### src/rtl/muldiv_pkg.sv
// Purpose: shared constants and state encoding for the multiply/divide sequencer.
// Latency: n/a (declarations only).
// Backpressure: n/a.
package muldiv_pkg;

   localparam int DEF_WIDTH = 32;
   localparam int DEF_ITERS = 32;

   // Width of an iteration counter able to hold 0..iters-1.
   function automatic int cnt_width(input int iters);
      return (iters > 1) ? $clog2(iters) : 1;
   endfunction

   localparam int CNT_W = cnt_width(DEF_ITERS);

   typedef enum logic [2:0] {
      ST_IDLE   = 3'd0,
      ST_MULT   = 3'd1,
      ST_DIV    = 3'd2,
      ST_FINISH = 3'd3,
      ST_DZERO  = 3'd4
   } state_t;

endpackage

### src/rtl/muldiv_iter_unit.sv
// Purpose: iterative datapath: radix-2 Booth multiply, restoring divide, sign fixup, HI/LO result registers.
// Latency: one step per enabled cycle; results land in o_hi/o_lo on the edge that retires the last step.
// Backpressure: none; the sequencer gates i_load/i_step and never overlaps operations.
module muldiv_iter_unit
   import muldiv_pkg::*;
#(
   parameter int WIDTH = DEF_WIDTH
) (
   input  logic             clock,
   input  logic             reset,
   input  logic             i_load,
   input  logic             i_op_div,
   input  logic [WIDTH-1:0] i_a,
   input  logic [WIDTH-1:0] i_b,
   input  logic             i_step,
   input  logic             i_last,
   input  logic             i_clear,
   output logic [WIDTH-1:0] o_hi,
   output logic [WIDTH-1:0] o_lo
);

   // r_acc is the Booth partial product (one guard bit so subtracting the most
   // negative multiplicand cannot overflow) or the division partial remainder.
   logic [WIDTH:0]   r_acc;
   logic [WIDTH-1:0] r_q;
   logic [WIDTH-1:0] r_m;
   logic             r_qm1;
   logic             r_op_div;
   logic             r_neg_q;
   logic             r_neg_r;

   logic [WIDTH:0]   w_m_ext;
   logic [WIDTH:0]   w_booth_sum;
   logic [WIDTH:0]   w_div_shift;
   logic [WIDTH:0]   w_div_trial;
   logic [WIDTH:0]   w_acc_nxt;
   logic [WIDTH-1:0] w_q_nxt;
   logic             w_qm1_nxt;
   logic [WIDTH-1:0] w_abs_a;
   logic [WIDTH-1:0] w_abs_b;
   logic [WIDTH-1:0] w_res_hi;
   logic [WIDTH-1:0] w_res_lo;

   // Magnitudes for division; 0x80..0 maps to itself, which is correct unsigned.
   assign w_abs_a = i_a[WIDTH-1] ? -i_a : i_a;
   assign w_abs_b = i_b[WIDTH-1] ? -i_b : i_b;

   // One Booth or restoring-divide step, plus sign fixup of the post-step values.
   always_comb begin
      w_m_ext     = {r_m[WIDTH-1], r_m};
      w_booth_sum = r_acc;
      w_div_shift = {r_acc[WIDTH-1:0], r_q[WIDTH-1]};
      w_div_trial = w_div_shift - {1'b0, r_m};
      w_acc_nxt   = r_acc;
      w_q_nxt     = r_q;
      w_qm1_nxt   = r_qm1;
      w_res_hi    = '0;
      w_res_lo    = '0;

      case ({r_q[0], r_qm1})
         2'b01:   w_booth_sum = r_acc + w_m_ext;
         2'b10:   w_booth_sum = r_acc - w_m_ext;
         default: w_booth_sum = r_acc;
      endcase

      if (r_op_div) begin
         if (!w_div_trial[WIDTH]) begin
            w_acc_nxt = w_div_trial;
            w_q_nxt   = {r_q[WIDTH-2:0], 1'b1};
         end else begin
            w_acc_nxt = w_div_shift;
            w_q_nxt   = {r_q[WIDTH-2:0], 1'b0};
         end
         w_res_lo = r_neg_q ? -w_q_nxt : w_q_nxt;
         w_res_hi = r_neg_r ? -w_acc_nxt[WIDTH-1:0] : w_acc_nxt[WIDTH-1:0];
      end else begin
         w_acc_nxt = {w_booth_sum[WIDTH], w_booth_sum[WIDTH:1]};
         w_q_nxt   = {w_booth_sum[0], r_q[WIDTH-1:1]};
         w_qm1_nxt = r_q[0];
         w_res_hi  = w_acc_nxt[WIDTH-1:0];
         w_res_lo  = w_q_nxt;
      end
   end

   // Working registers load on start and advance on each step; HI/LO update only on commit.
   always_ff @(posedge clock) begin
      if (reset) begin
         r_acc    <= '0;
         r_q      <= '0;
         r_m      <= '0;
         r_qm1    <= 1'b0;
         r_op_div <= 1'b0;
         r_neg_q  <= 1'b0;
         r_neg_r  <= 1'b0;
         o_hi     <= '0;
         o_lo     <= '0;
      end else begin
         if (i_load) begin
            r_op_div <= i_op_div;
            r_acc    <= '0;
            r_qm1    <= 1'b0;
            r_neg_q  <= i_a[WIDTH-1] ^ i_b[WIDTH-1];
            r_neg_r  <= i_a[WIDTH-1];
            if (i_op_div) begin
               r_q <= w_abs_a;
               r_m <= w_abs_b;
            end else begin
               r_q <= i_a;
               r_m <= i_b;
            end
         end else if (i_step) begin
            r_acc <= w_acc_nxt;
            r_q   <= w_q_nxt;
            r_qm1 <= w_qm1_nxt;
         end

         if (i_clear) begin
            o_hi <= '0;
            o_lo <= '0;
         end else if (i_step && i_last) begin
            o_hi <= w_res_hi;
            o_lo <= w_res_lo;
         end
      end
   end

endmodule

### src/rtl/muldiv_sequencer.sv
// Purpose: start/busy/done sequencer for signed MULT/DIV driving HI/LO writes; MULDIV_EARLY_OUT_EN enables zero-operand shortcut.
// Latency: done at cycle ITERS+1 after the start cycle; cycle 1 for divide-by-zero (and zero operands with early-out).
// Backpressure: starts are accepted only in IDLE; starts while busy are dropped, the controller waits for done.
module muldiv_sequencer
   import muldiv_pkg::*;
#(
   parameter int WIDTH = DEF_WIDTH,
   parameter int ITERS = DEF_ITERS
) (
   input  logic             clock,
   input  logic             reset,
   input  logic             mult_start,
   input  logic             div_start,
   input  logic [WIDTH-1:0] a_in,
   input  logic [WIDTH-1:0] b_in,
   output logic             busy,
   output logic             done,
   output logic             div_zero,
   output logic             hi_write,
   output logic             lo_write,
   output logic [WIDTH-1:0] hi_out,
   output logic [WIDTH-1:0] lo_out
);

   localparam int CW = cnt_width(ITERS);

   state_t        r_state;
   state_t        w_state_nxt;
   logic [CW-1:0] r_cnt;
   logic          w_last_cnt;
   logic          w_b_zero;
   logic          w_load;
   logic          w_op_div;
   logic          w_step;
   logic          w_clear;

   assign w_last_cnt = (r_cnt == CW'(ITERS - 1));
   assign w_b_zero   = (b_in == '0);

   // State register and iteration counter; counter runs only while iterating.
   always_ff @(posedge clock) begin
      if (reset) begin
         r_state <= ST_IDLE;
         r_cnt   <= '0;
      end else begin
         r_state <= w_state_nxt;
         if ((r_state == ST_MULT) || (r_state == ST_DIV)) begin
            r_cnt <= w_last_cnt ? '0 : r_cnt + CW'(1);
         end else begin
            r_cnt <= '0;
         end
      end
   end

   // Next-state decode, datapath controls and handshake outputs.
   always_comb begin
      w_state_nxt = r_state;
      w_load      = 1'b0;
      w_op_div    = 1'b0;
      w_step      = 1'b0;
      w_clear     = 1'b0;
      busy        = 1'b0;
      done        = 1'b0;
      div_zero    = 1'b0;
      hi_write    = 1'b0;
      lo_write    = 1'b0;

      case (r_state)
         ST_IDLE: begin
            // Multiply has priority when both starts arrive together.
            if (mult_start) begin
`ifdef MULDIV_EARLY_OUT_EN
               if ((a_in == '0) || w_b_zero) begin
                  w_clear     = 1'b1;
                  w_state_nxt = ST_FINISH;
               end else begin
                  w_load      = 1'b1;
                  w_state_nxt = ST_MULT;
               end
`else
               w_load      = 1'b1;
               w_state_nxt = ST_MULT;
`endif
            end else if (div_start) begin
               w_op_div = 1'b1;
               if (w_b_zero) begin
                  w_state_nxt = ST_DZERO;
`ifdef MULDIV_EARLY_OUT_EN
               end else if (a_in == '0) begin
                  w_clear     = 1'b1;
                  w_state_nxt = ST_FINISH;
`endif
               end else begin
                  w_load      = 1'b1;
                  w_state_nxt = ST_DIV;
               end
            end
         end
         ST_MULT, ST_DIV: begin
            busy   = 1'b1;
            w_step = 1'b1;
            if (w_last_cnt) begin
               w_state_nxt = ST_FINISH;
            end
         end
         ST_FINISH: begin
            busy        = 1'b1;
            done        = 1'b1;
            hi_write    = 1'b1;
            lo_write    = 1'b1;
            w_state_nxt = ST_IDLE;
         end
         ST_DZERO: begin
            busy        = 1'b1;
            done        = 1'b1;
            div_zero    = 1'b1;
            w_state_nxt = ST_IDLE;
         end
         default: begin
            w_state_nxt = ST_IDLE;
         end
      endcase
   end

   muldiv_iter_unit #(
      .WIDTH (WIDTH)
   ) u_iter (
      .clock    (clock),
      .reset    (reset),
      .i_load   (w_load),
      .i_op_div (w_op_div),
      .i_a      (a_in),
      .i_b      (b_in),
      .i_step   (w_step),
      .i_last   (w_last_cnt),
      .i_clear  (w_clear),
      .o_hi     (hi_out),
      .o_lo     (lo_out)
   );

endmodule

### config.mk
export PLATFORM = sky130hd
export DESIGN_NAME = muldiv_sequencer
export DESIGN_NICKNAME = d
export VERILOG_FILES = /design/src/rtl/muldiv_pkg.sv /design/src/rtl/muldiv_iter_unit.sv /design/src/rtl/muldiv_sequencer.sv
export SDC_FILE = /design/constraint.sdc
export NUM_CORES = 1
export LEC_CHECK = 0
export ABC_CLOCK_PERIOD_IN_PS = 13400
export BUFFER_PORTS_ARGS = -buffer_cell sky130_fd_sc_hd__buf_2
export CAP_MARGIN = 40
export CELL_PAD_IN_SITES_DETAIL_PLACEMENT = 1
export CELL_PAD_IN_SITES_GLOBAL_PLACEMENT = 1
export CORE_MARGIN = 10
export CORE_UTILIZATION = 25
export CTS_CLUSTER_SIZE = 14
export DETAILED_ROUTE_END_ITERATION = 12
export PLACE_DENSITY = 0.47
export SLEW_MARGIN = 0
export SYNTH_ARGS = -nofsm -noshare
export SYNTH_HDL_FRONTEND = slang
export SYNTH_HIERARCHICAL = 1
export SYNTH_SLANG_ARGS = --single-unit
export TNS_END_PERCENT = 30
### constraint.sdc
create_clock -name clock -period 13.4 [get_ports clock]
set_input_delay 0.67 -clock clock [delete_from_list [all_inputs] [get_ports clock]]
set_output_delay 0.67 -clock clock [all_outputs]
set_load 0.01 [all_outputs]
* Word level (Yosys, flattened, before mapping)
Index checks and enable logic that the tools add are counted.
W data, S select, Z words.
** Word-level totals
- Word-level logic and storage cells :: 77
- Register bits :: 173
- Input port bits :: 68
- Output and inout bits :: 69
** Operators by class
- Equality and inequality tests :: 9
- Bitwise gates (word level) :: 3
- Muxes and demuxes :: 34
- Reductions and logical operators :: 12
- Add/subtract/negate cells :: 8
** Operators by type and width (number)
- $mux W32 :: 12
- $neg A32 Y32 :: 4
- $mux W33 :: 3
- $pmux W33 S2 :: 1
- $add A33 B33 Y33 :: 1
- $sub A33 B32 Y33 :: 1
- $sub A33 B33 Y33 :: 1
- $logic_not A32 Y1 :: 1
- $mux W1 :: 13
- $mux W3 :: 4
- $eq A3 B2 Y1 const B :: 2
- $pmux W3 S2 :: 1
- $reduce_or A2 Y1 :: 3
- $add A5 B1 Y5 const B :: 1
- $eq A5 B5 Y1 const B :: 1
- $reduce_and A2 Y1 :: 2
- $reduce_or A4 Y1 :: 1
- $eq A3 B1 Y1 const B :: 1
- $eq A3 B3 Y1 const B :: 1
- $logic_not A3 Y1 :: 1
- $ne A3 B3 Y1 const B :: 1
- $reduce_or A3 Y1 :: 1
- $eq A2 B1 Y1 const B :: 1
- $eq A2 B2 Y1 const B :: 1
- 6 further kinds :: 7

* Longest topological paths before layout
Gate-level depths: netlist (run 1).
- Depth in word-level cells :: 6
- Mapped depth :: 29
- Gate-level depth less buffers :: 26

* By module
The synthesis (run 1) kept the hierarchy.
** Modules (own cells, without submodules)
- muldiv_iter_unit :: cells an instance 2039, area an instance 14740.4 um^2, times used 1, sequential area each 3303.2 um^2
- muldiv_sequencer :: cells an instance 64, area an instance 520.5 um^2, times used 1, sequential area each 160.2 um^2

* Worst setup path before layout (run 1)
No wires, ideal clock.
- Path kind :: register -> register
- From :: reg u_iter.r_m[15]
- To :: reg u_iter.o_lo[24]
- Setup slack :: 7269 ps
- Cell stages (with the launch flop) :: 30
- Period minus slack after synthesis :: 6131 ps
- Setup time :: 128 ps
- Data required time :: 13272 ps
- Arrival :: 6003 ps
- Path buffers :: 4
- Cells stage by stage :: dfxtp_1 > inv_1 > ha_1 > buf_2 > a2111oi_0 > o221ai_1 > nand2_1 > a31oi_1 > a311oi_1 > nor2b_1 > o21a_1 > o21a_1 > o21ai_0 > nand2b_1 > ha_1 > inv_1 > buf_2 > buf_1 > buf_1 > ha_1 > nand2_1 > nor3_1 > nand3_1 > nor4_1 > nand3_1 > o31ai_1 > xor2_1 > a211oi_1 > a21oi_1 > nor2_1
** Between the ends
- Longest elaborated chain between the ends :: 6
** Ends and longest elaborated chain
- from (decl) :: line muldiv_iter_unit.sv:26 : logic [WIDTH-1:0] r_m;
- from (signal assigned) :: line muldiv_iter_unit.sv:106 : r_m <= w_abs_b;
- from (signal assigned) :: line muldiv_iter_unit.sv:109 : r_m <= i_b;
- $sub A33 B32 Y33 :: line muldiv_iter_unit.sv:53 : w_div_trial = w_div_shift - {1'b0, r_m};
- $mux W1 :: line muldiv_iter_unit.sv:67 : if (!w_div_trial[WIDTH]) begin
- $mux W32 :: line muldiv_iter_unit.sv:66 : if (r_op_div) begin
- $neg A32 Y32 :: line muldiv_iter_unit.sv:74 : w_res_lo = r_neg_q ? -w_q_nxt : w_q_nxt;
- $mux W32 :: line muldiv_iter_unit.sv:74
- $mux W32 :: line muldiv_iter_unit.sv:66
- to (signal assigned) :: line muldiv_iter_unit.sv:122 : o_lo <= w_res_lo;
- to (decl) :: line muldiv_iter_unit.sv:19 : output logic [WIDTH-1:0] o_lo
Every way passes these cells. The select of a mux whose other input is x is not followed.
A chain may end at the register's enable or synchronous reset.

* Worst setup path in the final report (run 1)
- From :: reg u_iter.r_m[15]
- To :: reg u_iter.o_hi[26]
** Between the ends
- Longest elaborated chain between the ends :: 6
- Elaborated cells between the ends (all ways) :: 9
- Classes of those cells :: add/sub (4); mux (5)
** Ends and longest elaborated chain
- $sub A33 B32 Y33 :: line muldiv_iter_unit.sv:53
- $mux W33 :: line muldiv_iter_unit.sv:67
- $mux W33 :: line muldiv_iter_unit.sv:66
- $neg A32 Y32 :: line muldiv_iter_unit.sv:75 : w_res_hi = r_neg_r ? -w_acc_nxt[WIDTH-1:0] : w_acc_nxt[WIDTH-1:0];
- $mux W32 :: line muldiv_iter_unit.sv:75
- $mux W32 (*) :: line muldiv_iter_unit.sv:66
- to (signal assigned) :: line muldiv_iter_unit.sv:121 : o_hi <= w_res_hi;
- to (decl) :: line muldiv_iter_unit.sv:18 : output logic [WIDTH-1:0] o_hi,
Every way passes the cells marked *; elsewhere a longest branch is shown, timed or not. The select of a mux whose other input is x is not followed.

==> metrics.md, run 1 <==
| Metric | Value |
|---|---|
| Post-synth cell types | 94 |
| Clock power frac | 26.2% |
| Combinational share of power | 44.7% |
| EDFF count, synth | 0 |
| GR Overflow Total | 0 |
| DR iter-0 viols | 928 |
| Setup_tns | 0 ps |
| IO Port Bufs | 136 |
| Slew margin rel. | 40.3% |
| CP max FO | 60 |
| # Max-Cap Violations | 0 |
| CP startpoint kind | flip-flop |
| CTS tree | built |
| Leakage | 6.46 nW |
| Area of the mapped netlist | 15300 um2 |
| Fin crit period | 7280 ps |
| Util after Layout | 28.7% |
| IO Pins | 137 |
| Max Freq | 0.137 GHz |
| Final Skew | 15.3 ps |
| DP Worst Slack | 6230 ps |
| Fin area | 17300 um2 |
| Final Worst Setup Slack | 6120 ps |
| Filler instances | 7415 |
| Vias in the first global route | 16300 |
| Worst Path Arrival | 7670 ps |
| GP Congestion | 0.886 |
| Yosys warnings | 6 |
| CP required | 13790 ps |
| Routed len/inst | 23.8 um |
| Int Power | 1.17 mW |
| Syn Area/Cell | 7.26 um2 |
| Die ar. | 71300 um2 |
| H-tree lvl count | 4 |
| Worst slew pin tran | 884 ps |
| Initial core utilization | 25.3% |
| Switching share of total power | 44.5% |
| Post-CTS setup buffers | 0 |
| Global Route Usage Sum | 19.5% |
| Diode count | 0 |
| Dpl hpwl | 55.1 mm |
| Sequential fraction of the synthesis area | 22.7% |
| Via-per-instance ratio | 5.43 |
| Layout area overhead | 13.4% |
| Worst setup EP type | flip-flop |
| Fin cells | 2944 |
| Crit share post-route | 54.3% |
| Die Y-Extent | 267 um |
| Nets@finish | 2292 |
| Final setup fails | 0 |
| Latest clock arrival within the worst-skew pair | 510 ps |
| Status | finished, final reports clean |
| Placed instance count | 2912 |
| Hold Slack | 380 ps |
| FF+latch count, synth | 173 |
| DR vias | 16000 |
| 1st-pass router iterations | 5 |
| Sink Count | 173 |
| Pin count of the biggest net entering global routing | 133 |
| Post-route ant nets | 0 |
| Core ar. | 60400 um2 |
| Antenna violations before repair | 2 |
| Final hold vios | 0 |
| Worst-path clk slew | 70 ps |
| CTS root buf | clkbuf_16 |
| Layout cell share with drive strength beyond 1 | 11.0% |
| First-pass GRT wire length | 106 mm |
| Top FF cell, synth | dfxtp_1 |
| CTS max path bufs | 2 |
| Hold Path Class | in2reg |
| Post-DP Area | 16700 um2 |
| Synth Instances | 2103 |
| DRC viols | 0 |
| Post-CTS sizing | 0 |
| Cell row count | 90 |
| Seq pwr share | 29.1% |
| Cts bufs inserted | 17 |
| Final Max Slew Viols | 0 |
| Switching Power | 0.933 mW |
| Die width | 267 um |
| Peak supply drop | 0.0965 mV |
| Pwr per Cell Area | 121 nW/um2 |
| Kind of critical path | reg2reg |
| # hold bufs at CTS | 0 |
| Drt total wl | 70.2 mm |
| FFs w/ async S/R, synth | 0% |
| RSZ-0062 raised after global routing | no |
| Final Total Pwr | 2.10 mW |
[cell usage after synthesis, types with 5 or more instances]
| master | number | area (um2) |
|---|---|---|
| and3_1 | 16 | 100 |
| o31ai_1 | 33 | 248 |
| inv_1 | 89 | 334 |
| a41oi_1 | 6 | 52.6 |
| ha_1 | 73 | 913 |
| a21oi_1 | 208 | 1040 |
| a311oi_1 | 11 | 96.3 |
| o21bai_1 | 5 | 37.5 |
| nor3b_1 | 5 | 37.5 |
| xor2_1 | 68 | 596 |
| a211o_1 | 7 | 61.3 |
| o31a_1 | 8 | 70.1 |
| and2_1 | 19 | 119 |
| o21ai_0 | 111 | 556 |
| o221ai_1 | 7 | 61.3 |
| a31oi_1 | 23 | 144 |
| o22ai_1 | 10 | 62.6 |
| nand2b_1 | 16 | 100 |
| or4_1 | 16 | 120 |
| clkbuf_1 | 114 | 428 |
| a21o_1 | 17 | 128 |
| nand4_1 | 20 | 125 |
| or3_1 | 36 | 225 |
| nor2_1 | 271 | 1020 |
| buf_2 | 8 | 40.0 |
| nor2b_1 | 14 | 87.6 |
| dfxtp_1 | 173 | 3460 |
| o41ai_1 | 10 | 87.6 |
| nand3_1 | 38 | 190 |
| nand2_1 | 167 | 627 |
| a211oi_1 | 128 | 961 |
| buf_1 | 18 | 67.6 |
| o21a_1 | 14 | 105 |
| mux2i_1 | 65 | 651 |
| o2111ai_1 | 5 | 43.8 |
| o211ai_1 | 21 | 158 |
| xnor2_1 | 86 | 753 |
| nor4_1 | 22 | 138 |
| nor3_1 | 44 | 220 |
[power by group through the flow]
stage | logic [mW] | registers [mW] | clock network, mW
CTS | 0.937 | 0.611 | 0.570
global placement | 0.911 | 0.623 | 0
finish | 0.937 | 0.611 | 0.550
floorplan | 0.660 | 0.584 | 0
detailed placement | 0.933 | 0.623 | 0
global route | 1.03 | 0.619 | 0.583
[cell usage in the layout (no fill, tap or decap), types with 14 or more instances in the layout]
master	n
nor4_1	22
mux2i_1	65
and2_1	19
a31oi_1	23
buf_4	23
ha_1	71
nor3_1	44
inv_1	88
a211oi_1	128
o21ai_0	110
a21oi_1	208
and3_1	16
clkbuf_16	18
o211ai_1	21
nand4_1	20
nand2b_1	16
nor2_1	271
dfxtp_1	172
or3_1	36
xor2_1	68
nand3_1	38
buf_2	139
o21a_1	14
nor2b_1	14
o31ai_1	33
a21o_1	17
xnor2_1	86
or4_1	16
nand2_1	166
[path summary, 6_finish.rpt]
| kind | startpoint | to | slack (ps) | cells past startpoint |
|---|---|---|---|---|
| max | u_iter/r_m[15] | u_iter/o_hi[26] | 6120 | 25 |
| min | div_start | r_state[1] | 380 | 2 |
| max reg2reg | u_iter/r_m[15] | u_iter/o_hi[26] | 6120 | 25 |
| min reg2reg | u_iter/o_lo[7] | u_iter/o_lo[7] | 460 | 2 |
[area by class of cell]
cell class	instances	area, um2	area share [%]
Clock inverter	12	146	0.846
Clock buffer	20	458	2.65
Timing Repair Buffer	171	1030	5.93
Multi-Input combinational cell	1695	10900	62.9
Inverter	91	342	1.97
Sequential cell	173	3470	20.0
Tap cell	782	978	5.65
[registers in the layout (all words and copies together) (netlist names)]
register	flops
r_state	3
u_iter/r_neg_r	1
u_iter/r_neg_q	1
u_iter/r_q	32
u_iter/o_lo	32
r_cnt	5
u_iter/r_acc	33
u_iter/r_qm1	1
u_iter/r_op_div	1
u_iter/o_hi	32
u_iter/r_m	32
[worst max-delay path: stages (launching register included)]
cell	delay (ps)
dfxtp_1	400
inv_1	100
ha_1	420
a2111oi_0	550
o221ai_1	360
nand2_1	200
a31oi_1	170
a311oi_1	530
nor2b_1	130
o21a_1	190
o21a_1	150
o21ai_0	140
nand2b_1	90
ha_2	330
buf_4	570
nor2b_1	110
a41o_1	220
a31oi_1	140
o211ai_1	200
or3_1	400
nand4b_4	210
nand4b_1	480
a2111oi_2	610
nand4_1	160
o2111ai_1	160
o21ai_0	90
[logic make-up after synthesis]
family                     after synthesis  share of synthesized area (%)
muxes                                   66                           4.34
xor gates and xnor gates               155                           8.94
AOI/OAI and AO/OA                      685                           29.5
buffers and inverters                  236                           6.10
and+or+nand+nor                        712                           22.1
DFF                                    173                           22.7
adders and majority gates               75                           6.25
other                                    1                         0.0246
[routing by layer]
metal	GRT usage [%]	up-vias	wire length, um
met5	0	-	0
met4	6.02	0	1680
met3	3.17	67	2550
met2	31.6	268	32300
met1	25.9	7869	33600
li1	-	7776	-
No activity file was read; power rests on OpenSTA's default activity.
==> inputs of run 2 (changes only) <==
--- a/config.mk
+++ b/config.mk
@@ -5,7 +5,7 @@
 export SDC_FILE = /design/constraint.sdc
 export NUM_CORES = 1
 export LEC_CHECK = 0
-export ABC_CLOCK_PERIOD_IN_PS = 13400
+export ABC_CLOCK_PERIOD_IN_PS = 5900
 export BUFFER_PORTS_ARGS = -buffer_cell sky130_fd_sc_hd__buf_2
 export CAP_MARGIN = 40
 export CELL_PAD_IN_SITES_DETAIL_PLACEMENT = 1
@@ -14,7 +14,7 @@
 export CORE_UTILIZATION = 25
 export CTS_CLUSTER_SIZE = 14
 export DETAILED_ROUTE_END_ITERATION = 12
-export PLACE_DENSITY = 0.47
+export PLACE_DENSITY = 0.49
 export SLEW_MARGIN = 0
 export SYNTH_ARGS = -nofsm -noshare
 export SYNTH_HDL_FRONTEND = slang
==> constraint.sdc (replaced) <==
create_clock -name clock -period 5.9 [get_ports clock]
set_input_delay 0.295 -clock clock [delete_from_list [all_inputs] [get_ports clock]]
set_output_delay 0.295 -clock clock [all_outputs]
set_load 0.01 [all_outputs]
==> metrics.md, run 2 (synthesized netlist as in run 1, its figures left out) <==
| Metric | Value |
|---|---|
| Status | finished, final reports clean |
| Dpl hpwl | 57.2 mm (+3.8%) |
| Die width | 267 um (unchanged) |
| Pwr per Cell Area | 274 nW/um2 (+130%) |
| Final setup fails | 0 (unchanged) |
| Fin crit period | 5570 ps (-1710 ps) |
| Final Total Pwr | 5.15 mW (+150%) |
| CTS max path bufs | 2 (unchanged) |
| Int Power | 2.98 mW (+160%) |
| Final Skew | 14.6 ps (-0.664 ps) |
| Layout area overhead | 23.0% |
| Peak supply drop | 0.223 mV (+130%) |
| Routed len/inst | 22.8 um (-4.4%) |
| DRC viols | 0 (unchanged) |
| H-tree lvl count | 4 (unchanged) |
| DR vias | 16600 (+4.0%) |
| Switching share of total power | 42.1% (-2.4 points) |
| Setup_tns | 0 ps (unchanged) |
| Max Freq | 0.180 GHz (+31%) |
| Cell row count | 90 (unchanged) |
| Vias in the first global route | 17200 (+5.1%) |
| Core ar. | 60400 um2 (unchanged) |
| Leakage | 7.34 nW (+14%) |
| Via-per-instance ratio | 5.34 (-1.6%) |
| Hold Path Class | in2reg |
| IO Pins | 137 (unchanged) |
| IO Port Bufs | 136 (unchanged) |
| Antenna violations before repair | 1 (-1) |
| Post-route ant nets | 0 (unchanged) |
| Biggest register | u_iter/r_acc |
| GP Congestion | 0.888 (+0.24%) |
| CTS root buf | clkbuf_16 |
| Layout cell share with drive strength beyond 1 | 18.3% (+7.3 points) |
| Most common cell after layout, fill and taps aside | nor2_1 |
| Reg2reg setup slack | 330 ps (-5790 ps) |
| Slowest CP cell | or3_4 |
| First-pass GRT wire length | 107 mm (+0.83%) |
| # Max-Cap Violations | 0 (unchanged) |
| CP required | 6310 ps (-7480 ps) |
| Final hold vios | 0 (unchanged) |
| Latest clock arrival within the worst-skew pair | 490 ps (-20 ps) |
| Worst-path clk slew | 70 ps (about the same) |
| Crit share post-route | 94.4% (+40 points) |
| RSZ-0062 raised after global routing | no |
| Die Y-Extent | 267 um (unchanged) |
| Cts bufs inserted | 17 (unchanged) |
| Switching Power | 2.17 mW (+130%) |
| Multi-input logic area | 11100 um2 (+1.6%) |
| Number of flip-flops in the largest register | 33 (unchanged) |
| CP max FO | 6 (-90%) |
| CTS tree | built |
| Kind of critical path | reg2reg |
| Worst setup EP type | flip-flop |
| Seq pwr share | 26.2% (-2.9 points) |
| Combinational share of power | 48.3% (+3.6 points) |
| Filler instances | 7422 (+0.094%) |
| Drt total wl | 70.9 mm (+1.0%) |
| Most frequent cells in the layout | 270 x nor2_1, 207 x a21oi_1, 190 x buf_4 |
| Nets@finish | 2457 (+7.2%) |
| Initial core utilization | 25.3% (unchanged) |
| Clock power frac | 25.4% (-0.8 points) |
| Largest stage delay on the critical path | 440 ps (-170 ps) |
| DR iter-0 viols | 871 (-6.1%) |
| Storage cell area | 3470 um2 (unchanged) |
| Die ar. | 71300 um2 (unchanged) |
| 1st-pass router iterations | 4 (-1) |
| Sink Count | 173 (unchanged) |
| GR Overflow Total | 0 (unchanged) |
| CP startpoint kind | flip-flop |
| Pin count of the biggest net entering global routing | 134 (+0.75%) |
| Global Route Usage Sum | 19.6% (+0.10 points) |
| Slew margin rel. | 42.9% (+2.6 points) |
| Worst Path Arrival | 5980 ps (-1690 ps) |
| Final Max Slew Viols | 0 (unchanged) |
| Worst slew pin tran | 857 ps (-27.7 ps) |
==> run 2: cell count changes in the layout (fill, tap and decap cells not counted), sizes merged <==
| cell | before | now |
|---|---|---|
| buf | 169 | 335 |
| inv | 96 | 92 |
| bufinv | 2 | 4 |
| clkinvlp | 2 | 4 |
| diode | 0 | 2 |
| clkdlybuf4s15 | 1 | 0 |
| clkdlybuf4s18 | 1 | 0 |
| clkinv | 3 | 2 |
| dlygate4sd3 | 0 | 1 |
==> run 2: layer usage <==
| layer | part of all wire (%) | wire (um) | global-route usage, % |
|---|---|---|---|
| met1 | 47 | 33200 | 25.0 |
| met2 | 48 | 33900 | 33.4 |
| met3 | 2.7 | 1900 | 2.66 |
| met4 | 2.7 | 1920 | 6.39 |
| met5 | 0 | 0 | 0 |
==> run 2: power groups by stage <==
stage | logic [mW] | registers [mW] | clock network (mW)
global route | 2.73 | 1.36 | 1.39
floorplan | 1.50 | 1.33 | 0
detailed placement | 2.40 | 1.38 | 0
global placement | 2.36 | 1.37 | 0
CTS | 2.43 | 1.35 | 1.35
finish | 2.49 | 1.35 | 1.31
==> run 2: layout make-up <==
| cell class | count | share of cell area (%) |
|---|---|---|
| Multi-Input combinational cell | 1695 | 59.0 |
| Sequential cell | 173 | 18.5 |
| Timing Repair Buffer | 336 | 12.0 |
| Tap cell | 782 | 5.21 |
| Clock buffer | 20 | 2.49 |
| Inverter | 91 | 1.84 |
| Clock inverter | 11 | 0.960 |
| Antenna cell | 2 | 0.0267 |
==> run 2: path summary, 6_finish.rpt <==
| kind | end | cells after the start | from |
|---|---|---|---|
| setup reg to reg | u_iter/o_hi[21] | 26 | u_iter/r_m[5] |
| setup / recovery | u_iter/o_hi[21] | 26 | u_iter/r_m[5] |
| hold / removal | u_iter/r_q[0] | 3 | a_in[0] |
| hold reg to reg | u_iter/o_lo[8] | 2 | u_iter/o_lo[8] |
==> run 2: through the flow <==
stage | hold slack [ps] | setup slack (ps) | cell area, um2 | cells | utilization (%)
after floorplan | 394 | 68.5 | 15300 | 2104 | -
after global placement | 436 | -120 | 17800 | 3066 | 29.5
after detailed placement | 453 | -86.3 | 17900 | 3073 | 29.7
after CTS | 74.6 | 3.56 | 18600 | 3106 | 30.8
after global routing | 129 | 7.26 | 18800 | 3108 | 31.1
final | 120 | 330 | 18800 | 3110 | 31.1
==> run 2: repair_timing <==
| action | CTS | global route |
|---|---|---|
| hold buffers | 1 | 0 |
| endpoints found under the hold margin | 1 | 0 |
| buffers inserted | 1 | 2 |
| setup endpoints to repair | 13 | 39 |
| gates resized for setup | 3 | 30 |
| pin swaps | 2 | 7 |
==> run 2: worst max-delay path: cells and delay by family (launching register included) <==
kind | cells | cell delay (ps)
AND/OR/NAND/NOR | 8 | 1580
XOR/XNOR | 1 | 170
adder cells (fa/ha/maj) | 2 | 640
AO/OA/AOI/OAI | 12 | 2350
buffers and inverters | 3 | 390
flip-flops | 1 | 330
==> inputs of run 3 (changes only) <==
--- a/config.mk
+++ b/config.mk
@@ -15,6 +15,7 @@
 export CTS_CLUSTER_SIZE = 14
 export DETAILED_ROUTE_END_ITERATION = 12
 export PLACE_DENSITY = 0.49
+export REMOVE_ABC_BUFFERS = 1
 export SLEW_MARGIN = 0
 export SYNTH_ARGS = -nofsm -noshare
 export SYNTH_HDL_FRONTEND = slang
==> metrics.md, run 3 (synthesized netlist as in run 1, its figures left out) <==
| Metric | Value |
|---|---|
| Status | finished, final reports clean |
| CP required | 6280 ps (-30 ps) |
| CP Buf/Inv Count | 4 (+1) |
| Most common cell after layout, fill and taps aside | nor2_1 |
| H-tree lvl count | 4 (unchanged) |
| Layout area overhead | 22.5% |
| Worst slew pin tran | 850 ps (-6.27 ps) |
| Worst r2r src | u_iter/r_q[31] |
| Sink Count | 173 (unchanged) |
| Final Worst Setup Slack | 239 ps (-91.3 ps) |
| FF-to-FF path depth | 28 (+7.7%) |
| Hold Path Class | in2reg |
| Kind of critical path | reg2reg |
| Hold Slack | 97.5 ps (-22.8 ps) |
| Hold depth | 3 (unchanged) |
| Pin count of the biggest net entering global routing | 75 (-44%) |
| Global Route Usage Sum | 18.8% (-0.82 points) |
| Slowest CP cell | or4_4 |
| CP startpoint kind | flip-flop |
| Crit share post-route | 96.0% (+1.5 points) |
| Worst Path Arrival | 6040 ps (+60 ps) |
| Hold_sp | b_in[1] |
| 1st-pass router iterations | 5 (+1) |
| FF-to-FF End | u_iter/o_lo[29] |
| Biggest register | u_iter/r_acc |
| Dpl hpwl | 52.6 mm (-8.0%) |
| Filler instances | 7366 (-0.75%) |
| Pwr per Cell Area | 273 nW/um2 (-0.38%) |
| Die Y-Extent | 267 um (unchanged) |
| Vias in the first global route | 17100 (-0.36%) |
| Post-route ant nets | 0 (unchanged) |
| Slew margin rel. | 43.3% (+0.42 points) |
| Final Max Slew Viols | 0 (unchanged) |
| Final setup fails | 0 (unchanged) |
| # Max-Cap Violations | 0 (unchanged) |
| Final Total Pwr | 5.11 mW (-0.78%) |
| Via-per-instance ratio | 5.33 (-0.26%) |
| Die ar. | 71300 um2 (unchanged) |
| Drt total wl | 67.6 mm (-4.6%) |
| CTS tree | built |
| Cell row count | 90 (unchanged) |
| Setup_tns | 0 ps (unchanged) |
| Peak supply drop | 0.270 mV (+21%) |
| Number of flip-flops in the largest register | 33 (unchanged) |
| Routed len/inst | 21.8 um (-4.3%) |
| Cell family with most CP delay | simple AND/OR/NAND/NOR gates |
| Core ar. | 60400 um2 (unchanged) |
| GR Overflow Total | 0 (unchanged) |
| CTS max path bufs | 2 (unchanged) |
| IO Port Bufs | 136 (unchanged) |
| Fin crit period | 5660 ps (+91.3 ps) |
| Worst setup EP type | flip-flop |
| DP Worst Slack | -43.9 ps (+42.5 ps) |
| Util after Layout | 31.0% (-0.12 points) |
| Reg2reg setup slack | 240 ps (-90 ps) |
| Leakage | 7.30 nW (-0.62%) |
| Nets@finish | 2448 (-0.37%) |
| Final hold vios | 0 (unchanged) |
| DR iter-0 viols | 850 (-2.4%) |
| Most frequent cells in the layout | 271 x nor2_1, 204 x a21oi_1, 180 x buf_4 |
| Worst-path clk slew | 80 ps (about the same) |
| Cts bufs inserted | 17 (unchanged) |
| Antenna violations before repair | 12 (+11) |
| IO Pins | 137 (unchanged) |
| Hold endpoint | u_iter/r_m[1] |
| DRC viols | 0 (unchanged) |
| CP max FO | 11 (+5) |
| Final Skew | 18.4 ps (+3.85 ps) |
| Die width | 267 um (unchanged) |
| CTS root buf | clkbuf_16 |
| Max Freq | 0.177 GHz (-1.6%) |
| GP Congestion | 0.866 (-2.5%) |
| Largest stage delay on the critical path | 470 ps (+30 ps) |
| Latest clock arrival within the worst-skew pair | 510 ps (+20 ps) |
| Layout cell share with drive strength beyond 1 | 18.2% (-0.023 points) |
| First-pass GRT wire length | 103 mm (-3.0%) |
| DR vias | 16500 (-0.55%) |
| Initial core utilization | 25.3% (unchanged) |
## run 3: changes by cell type in the layout (fill, tap and decap cells not counted), moves of 2 or more
cell,change
buf_2,-3
nor3_2,-2
o21ai_1,+2
inv_6,+2
bufinv_16,-2
buf_12,+2
a21oi_2,+2
clkinvlp_4,-3
buf_4,-10
clkbuf_8,-3
inv_8,+5
a21oi_1,-3
## run 3: power by group
group | switching [mW] | leakage [nW] | total [mW] | internal [mW]
clock network | 0.636 | 0.303 | 1.28 | 0.649
logic | 1.48 | 5.58 | 2.48 | 0.999
registers | 0.106 | 1.41 | 1.34 | 1.24
## run 3: cell type report
type	instances	area [um2]	share of cell area, %
Antenna cell	1	2.50	0.0134
Timing Repair Buffer	327	2230	12.0
Tap cell	782	978	5.23
Inverter	91	342	1.83
Sequential cell	173	3470	18.5
Clock inverter	15	191	1.02
Multi-Input combinational cell	1695	11100	59.1
Clock buffer	17	425	2.28
## run 3: per-layer routing
layer,share of wire (%),GRT usage (%)
met5,0.22,0
met1,48,24.7
met4,2.0,5.45
met2,45,30.3
met3,4.3,3.93
## run 3: worst register-to-register path: cells and delay by family (launching register included)
kind	cells	cell delay (ps)
buffers and inverters	4	470
xor gates and xnor gates	1	180
adders and majority gates	3	910
AOI/OAI and AO/OA	10	1640
and+or+nand+nor	10	1990
DFF	1	340
## run 3: worst max path at each step
| stage | from | to | cells past startpoint |
|---|---|---|---|
| 2_1_floorplan | r_state[0] | u_iter/r_acc[31] | 5 |
| 3_3_place_gp | u_iter/r_m[15] | u_iter/o_lo[25] | 26 |
| 3_5_place_dp | u_iter/r_m[14] | u_iter/o_hi[21] | 26 |
| 4_1_cts | u_iter/r_q[31] | u_iter/o_lo[31] | 26 |
| 5_1_grt | u_iter/r_m[15] | u_iter/o_lo[29] | 28 |
| 6_report | u_iter/r_q[31] | u_iter/o_lo[29] | 28 |
## run 3: what timing repair did
item | 4_1_cts | 5_1_grt
hold buffers | 1 | 0
setup buffers | 0 | 4
cloned | 0 | 0
resized for setup | 2 | 35
endpoints found under the setup margin | 7 | 25
pin swaps | 0 | 10
endpoints found under the hold margin | 1 | 0
## run 3: through the flow
step | cell area (um2) | instances
6_report | 18700 | 3101
2_1_floorplan | 14700 | 1959
3_5_place_dp | 17900 | 3063
4_1_cts | 18500 | 3096
3_3_place_gp | 17800 | 3058
5_1_grt | 18700 | 3100
